File: src/rtl/conv_pkg.sv
`default_nettype none
// +----------------------------------------------------------------------------+
// | conv_pkg: shared types and constants for the rate-1/2 convolutional codec. |
// | Revision: 1.0                                                              |
// +----------------------------------------------------------------------------+
package conv_pkg;

    localparam int DATA_W_DEF = 4;
    localparam int K_DEF      = 3;

    // Generator polynomials, tap order {d(n), d(n-1), d(n-2)}.
    localparam logic [2:0] G0 = 3'b111;
    localparam logic [2:0] G1 = 3'b101;

    typedef enum logic [2:0] {
        IDLE  = 3'd0,
        CLEAR = 3'd1,
        SEND  = 3'd2,
        TAIL  = 3'd3,
        OUT   = 3'd4
    } state_t;

    function automatic int frame_len(input int data_w, input int k);
        return data_w + k - 1;
    endfunction

endpackage
`default_nettype wire

File: src/rtl/conv_tick_gen.sv
`default_nettype none
// +----------------------------------------------------------------------------+
// | conv_tick_gen: modulo-DIV cycle counter producing a one-cycle bit tick.    |
// | Revision: 1.0                                                              |
// +----------------------------------------------------------------------------+
module conv_tick_gen #(
    parameter int DIV = 25
) (
    input  logic clk,
    input  logic rst,
    input  logic clr_i,
    input  logic en_i,
    output logic tick_o
);

    localparam int                CNT_W = (DIV > 1) ? $clog2(DIV) : 1;
    localparam logic [CNT_W-1:0]  LAST  = CNT_W'(DIV - 1);

    logic [CNT_W-1:0] cnt_q;
    logic [CNT_W-1:0] cnt_d;

    assign tick_o = en_i && (cnt_q == LAST);

    always_comb begin
        cnt_d = cnt_q;
        if (clr_i) begin
            cnt_d = '0;
        end else if (en_i) begin
            cnt_d = tick_o ? '0 : cnt_q + 1'b1;
        end
    end

    always_ff @(posedge clk) begin
        if (rst) begin
            cnt_q <= '0;
        end else begin
            cnt_q <= cnt_d;
        end
    end

endmodule
`default_nettype wire

File: src/rtl/conv_frame_sequencer.sv
`default_nettype none
// +----------------------------------------------------------------------------+
// | conv_frame_sequencer: feeds a message plus flush tail into the encoder and |
// | hands the collected codeword downstream. Revision: 1.0                     |
// +----------------------------------------------------------------------------+
module conv_frame_sequencer
    import conv_pkg::*;
#(
    parameter  int DATA_W = DATA_W_DEF,
    parameter  int K      = K_DEF,
    parameter  int DIV    = 25,
    localparam int N      = frame_len(DATA_W, K)
) (
    input  logic              clk,
    input  logic              rst,
    input  logic              start_i,
    input  logic [DATA_W-1:0] data_in_i,
    output logic              busy_o,
    output logic              enc_clr_o,
    output logic              enc_en_o,
    output logic              enc_din_o,
    output logic              enc_tail_o,
    input  logic [1:0]        enc_y_i,
    output logic [2*N-1:0]    cw_out_o,
    output logic              cw_valid_o,
    input  logic              cw_ready_i,
    output logic              frame_done_o
);

    localparam int CW_W = 2 * N;
    localparam int BC_W = $clog2(N + 1);

    state_t            state_q, state_d;
    logic [DATA_W-1:0] msg_q, msg_d;
    logic [CW_W-1:0]   cw_q, cw_d;
    logic [BC_W-1:0]   bit_cnt_q, bit_cnt_d;
    logic              tick;
    logic              in_frame;

    assign in_frame = (state_q == SEND) || (state_q == TAIL);

    conv_tick_gen #(
        .DIV (DIV)
    ) u_tick_gen (
        .clk    (clk),
        .rst    (rst),
        .clr_i  (state_q == CLEAR),
        .en_i   (in_frame),
        .tick_o (tick)
    );

    always_comb begin
        state_d   = state_q;
        msg_d     = msg_q;
        cw_d      = cw_q;
        bit_cnt_d = bit_cnt_q;
        case (state_q)
            IDLE: begin
                if (start_i) begin
                    msg_d   = data_in_i;
                    state_d = CLEAR;
                end
            end
            CLEAR: begin
                cw_d      = '0;
                bit_cnt_d = '0;
                state_d   = SEND;
            end
            SEND, TAIL: begin
                if (tick) begin
                    // Zeros shift in behind the message, so the tail bits come for free.
                    msg_d     = msg_q << 1;
                    cw_d      = (cw_q << 2) | CW_W'(enc_y_i);
                    bit_cnt_d = bit_cnt_q + 1'b1;
                    if (bit_cnt_q == BC_W'(N - 1)) begin
                        state_d = OUT;
                    end else if (bit_cnt_q == BC_W'(DATA_W - 1)) begin
                        state_d = TAIL;
                    end
                end
            end
            OUT: begin
                if (cw_ready_i) begin
                    state_d = IDLE;
                end
            end
            default: begin
                state_d = IDLE;
            end
        endcase
    end

    always_ff @(posedge clk) begin
        if (rst) begin
            state_q   <= IDLE;
            msg_q     <= '0;
            cw_q      <= '0;
            bit_cnt_q <= '0;
        end else begin
            state_q   <= state_d;
            msg_q     <= msg_d;
            cw_q      <= cw_d;
            bit_cnt_q <= bit_cnt_d;
        end
    end

    assign busy_o       = (state_q != IDLE);
    assign enc_clr_o    = (state_q == CLEAR);
    assign enc_en_o     = tick;
    assign enc_din_o    = (state_q == SEND) && msg_q[DATA_W-1];
    assign enc_tail_o   = (state_q == TAIL);
    assign cw_out_o     = cw_q;
    assign cw_valid_o   = (state_q == OUT);
    assign frame_done_o = (state_q == OUT) && cw_ready_i;

endmodule
`default_nettype wire

File: config.mk
export PLATFORM = sky130hd
export DESIGN_NAME = conv_frame_sequencer
export DESIGN_NICKNAME = d
export VERILOG_FILES = /design/src/rtl/conv_pkg.sv /design/src/rtl/conv_tick_gen.sv /design/src/rtl/conv_frame_sequencer.sv
export SDC_FILE = /design/constraint.sdc
export NUM_CORES = 1
export LEC_CHECK = 0
export CORE_MARGIN = 3
export CORE_UTILIZATION = 57
export CTS_BUF_LIST = sky130_fd_sc_hd__clkbuf_2 sky130_fd_sc_hd__clkbuf_4 sky130_fd_sc_hd__clkbuf_8
export CTS_CLUSTER_DIAMETER = 200
export CTS_CLUSTER_SIZE = 20
export DETAILED_ROUTE_END_ITERATION = 10
export PLACE_DENSITY = 0.95
export SYNTH_ARGS = -nofsm -noshare
export SYNTH_HDL_FRONTEND = slang
export SYNTH_SLANG_ARGS = --single-unit
File: constraint.sdc
create_clock -name clk -period 5.2 [get_ports clk]
set_clock_uncertainty 0.2 [all_clocks]
set_input_delay 1.56 -clock clk [delete_from_list [all_inputs] [get_ports clk]]
set_output_delay 1.56 -clock clk [all_outputs]
set_load 0.05 [all_outputs]
==> results.txt <==
----------------------------------------------------
[Global routing]
  Remaining global-route overflow ... 0
  Largest net degree at the start of global routing ... 26
  Initial antenna violation count ... 0
  Global Route Usage Sum ... 20.1%
  Global-route wire length before repair ... 5180 microns
  Number of global-route vias before repair ... roughly 1200

[Job]
  Max capacitance violation total ... 0

[Synth]
  Top-area cell type share of the netlist area ... 37.5%
  Main synth FF type ... sky130_fd_sc_hd__dfxtp_1
  Post-synthesis share of cell area spent on full adders, half adders and majority gates ... 3.47%
  Count of warnings emitted by yosys ... 0
  Distinct cell type count after synthesis ... 39
  Main combinational cell family by area after synthesis ... compound AO/OA/AOI/OAI gates
  Simple-gate share of the synthesized area ... roughly a fifth
  Compound-gate portion of the synthesized area ... a little over a quarter
  Most frequent cell after synthesis ... sky130_fd_sc_hd__dfxtp_1
  Async set or reset register ratio after synthesis ... 0%
  Number of enable-type register cells in the synthesized netlist ... 0
  Syn_area_per_cell ... 9.24 sq um
  Proportion of synthesized chip area in sequential cells ... 37.5%
  Netlist Area Pre-Place ... 0.00144 sq mm
  Post-synthesis share of cell area spent on xor and xnor gates ... 0.608%
  Portion of netlist area occupied by mux cells ... 1.48%
  Top cells by count, synth ... sky130_fd_sc_hd__dfxtp_1 (27), sky130_fd_sc_hd__a21oi_1 (21), sky130_fd_sc_hd__nand3_1 (14)
  Syn Nets ... 170
  Synthesis-stage register bit count ... 27
  Cell count after synthesis ... 156
  Leading area contributor after synthesis ... sky130_fd_sc_hd__dfxtp_1
  Synth area leaders ... sky130_fd_sc_hd__dfxtp_1 (38%), sky130_fd_sc_hd__o211ai_2 (8.7%), sky130_fd_sc_hd__a21oi_1 (7.3%), sky130_fd_sc_hd__nand3_1 (4.9%), sky130_fd_sc_hd__o211ai_1 (3.6%)

[Power and ir drop]
  Power share of the clock group ... 24.1%
  Int Pwr ... 270 uW
  Share of total power in combinational logic ... 19.2%
  Switching Power ... 120 uW
  Fraction of power spent switching nets ... 30.8%
  VDD IR-drop max ... 0.210 mV
  Part of the total power dissipated in sequential elements ... 56.7%
  Cell area power density ... 228 mW/mm^2
  Total leakage power ... just under 0.0006 uW

[Clock network]
  Post-CTS Resized ... 0
  Number of buffers on the longest clock path ... 2
  Source-to-sink clock delay at the later pin of the worst-skew pair ... 0.33 ns
  Sink Count ... 27
  CTS Root Cell ... sky130_fd_sc_hd__clkbuf_4
  Depth of the CTS H-tree ... 1
  Clock transition at the registers of the reported paths ... about 0.15 ns
  Postcts setup bufs ... 0
  Clock tree from TritonCTS ... done
  Number of buffers created by CTS ... 3
  Hold buffer count at cts ... 0

[Die]
  Core outline area ... 0.00230 sq mm
  Area enclosed by the die boundary ... 0.00317 sq mm
  Overall die height ... approximately 56 microns
  Placement Rows ... 17
  Boundary Pins ... 29
  Starting density of the core ... 62.7%
  Die extent in x ... between 50 and 60 microns

[STA]
  Period utilisation layout ... 91.4%
  Final number of setup-violating endpoints ... 0
  Setup repair after global routing missed its margin ... no
  Endpoints failing hold ... 0
  Sum of negative setup slack ... 0 ns
  Worst slew margin relative to its limit ... 37.8%
  Final WS setup ... between 0.4 and 0.5 ns
  Minimum clock period ... 4.75 ns
  Transition time at the pin with the least slew margin ... 0.931 ns
  Max-slew violation total from the final report ... 0
  Maximum achievable frequency ... 210 MHz

[Layout]
  Layout overhead on the synthesized area ... 19.0%
  Number of nets at the end of the flow ... 191
  Filler Cells Inserted ... 171
  Ratio of cells with drive above 1 in the final layout ... 13.6%
  Antenna diode instance count ... 0

[Setup path]
  CP Cell Sequence ... clkdlybuf4s50_1, and3_1, clkdlybuf4s50_1
  CP peak stage delay ... 0.80 ns
  Worst Path Arrival ... between 2 and 3 ns
  Startpoint type of the worst setup path ... input pin
  Critical path endpoint category ... output port
  Library cell contributing the largest single delay on the critical path ... sky130_fd_sc_hd__clkdlybuf4s50_1
  Crit path buffers/inverters ... 2
  Crit path top cell by count ... sky130_fd_sc_hd__clkdlybuf4s50_1
  Highest fanout seen on the critical path ... 2
  Kind of critical path ... in -> out
  Largest delay contributor family on the critical path ... buffers and inverters
  Critical Path RT ... between 3 and 4 ns

[Detailed routing]
  Vias post-DR ... 1256
  DR vias/cell ... a little over 6
  Length of the first detailed-routing pass in iterations ... 4
  Total routed wirelength ... 3070 microns
  Number of nets with antenna violations after detailed routing ... 0
  Initial drt markers ... 21
  DRC Markers ... 0
  Drt wl/cell ... ~15 microns

[Hold path]
  Hold crit path type ... reg -> reg

[Place]
  Final GP Congestion ... 0.756
  Place WS ... 0.431 ns
  Placed wire-length estimate after detailed placement ... roughly 2100 microns
  Number of buffers added on ports ... 28

[Status]
  Status ... complete, no violations

----------------------------------------------------
[sequential cells by signal, summed over array words and instances (netlist names)]
signal / cells
bit_cnt_q: 3
u_tick_gen.cnt_q: 5
state_q: 3
msg_q: 4
cw_out_o: 12
[placed cells by master, fill, tap and decap left out, drive strengths merged, types with 3 or more instances in the layout]
| master | count |
|---|---|
| o211ai | 17 |
| or3 | 5 |
| nand3b | 3 |
| dfxtp | 27 |
| inv | 10 |
| clkbuf | 3 |
| a21oi | 21 |
| o221a | 3 |
| nand4b | 4 |
| o21ai | 3 |
| and2 | 4 |
| nand2 | 6 |
| ha | 4 |
| clkdlybuf4s50 | 28 |
| nand3 | 14 |
[through the flow]
| step | utilization, % | std cells | total power, uW | hold WS (ns) | cell area, sq um |
|---|---|---|---|---|---|
| floorplan | - | 156 | 282 | 0.231 | 1440 |
| global placement | 73.4 | 200 | 298 | 0.246 | 1690 |
| detailed placement | 73.4 | 200 | 300 | 0.264 | 1690 |
| CTS | 74.7 | 204 | 394 | 0.284 | 1720 |
| global route | 74.7 | 204 | 408 | 0.307 | 1720 |
| finish | 74.7 | 204 | 391 | 0.283 | 1720 |
[power by group through the flow]
stage	registers [uW]	logic, uW	clock network, uW
5_1_grt	223	80.8	104
2_1_floorplan	222	59.8	0
4_1_cts	222	74.9	97.8
3_3_place_gp	225	72.9	0
3_5_place_dp	226	74.3	0
6_report	222	74.9	94.1
[routing by layer]
metal,global-route usage [%],part of all wire (%),up-vias
li1,-,-,614
met1,24.9,45,602
met2,34.2,49,35
met3,2.99,4.3,5
met4,8.81,1.3,0
met5,0,0,-
[final timing paths]
kind / depth (start not counted) / end / slack (ns) / start
worst max-delay path: 3 / frame_done_o / 0.45 / cw_ready_i
worst min-delay path: 2 / msg_q[0] / 0.28 / msg_q[0]
worst max register to register: 4 / msg_q[2] / 3.06 / state_q[1]
worst min register to register: 2 / msg_q[0] / 0.28 / msg_q[0]
[worst min-delay path, stage by stage (launching register included)]
cell and delay (ns):
sky130_fd_sc_hd__dfxtp_1 0.34, sky130_fd_sc_hd__nand2_1 0.05, sky130_fd_sc_hd__o21ai_0 0.07
[cell families after synthesis]
family | Yosys count
adder cells (fa/ha/maj) | 4
buffers and inverters | 24
AND/OR/NAND/NOR | 49
flip-flops | 27
AO/OA/AOI/OAI | 49
multiplexers | 2
XOR/XNOR | 1
[layout make-up]
cell class                 count  area (sq um)  share of cell area [%]
clock buffer                   3          22.5                    1.31
multi-input combinational    105           777                    45.3
clock inverter                 1          7.51                   0.438
tap                           28          35.0                    2.04
inverter                      10          37.5                    2.19
sequential                    27           541                    31.5
timing repair buffer          30           295                    17.2
Power figures use the tool's default switching activity.
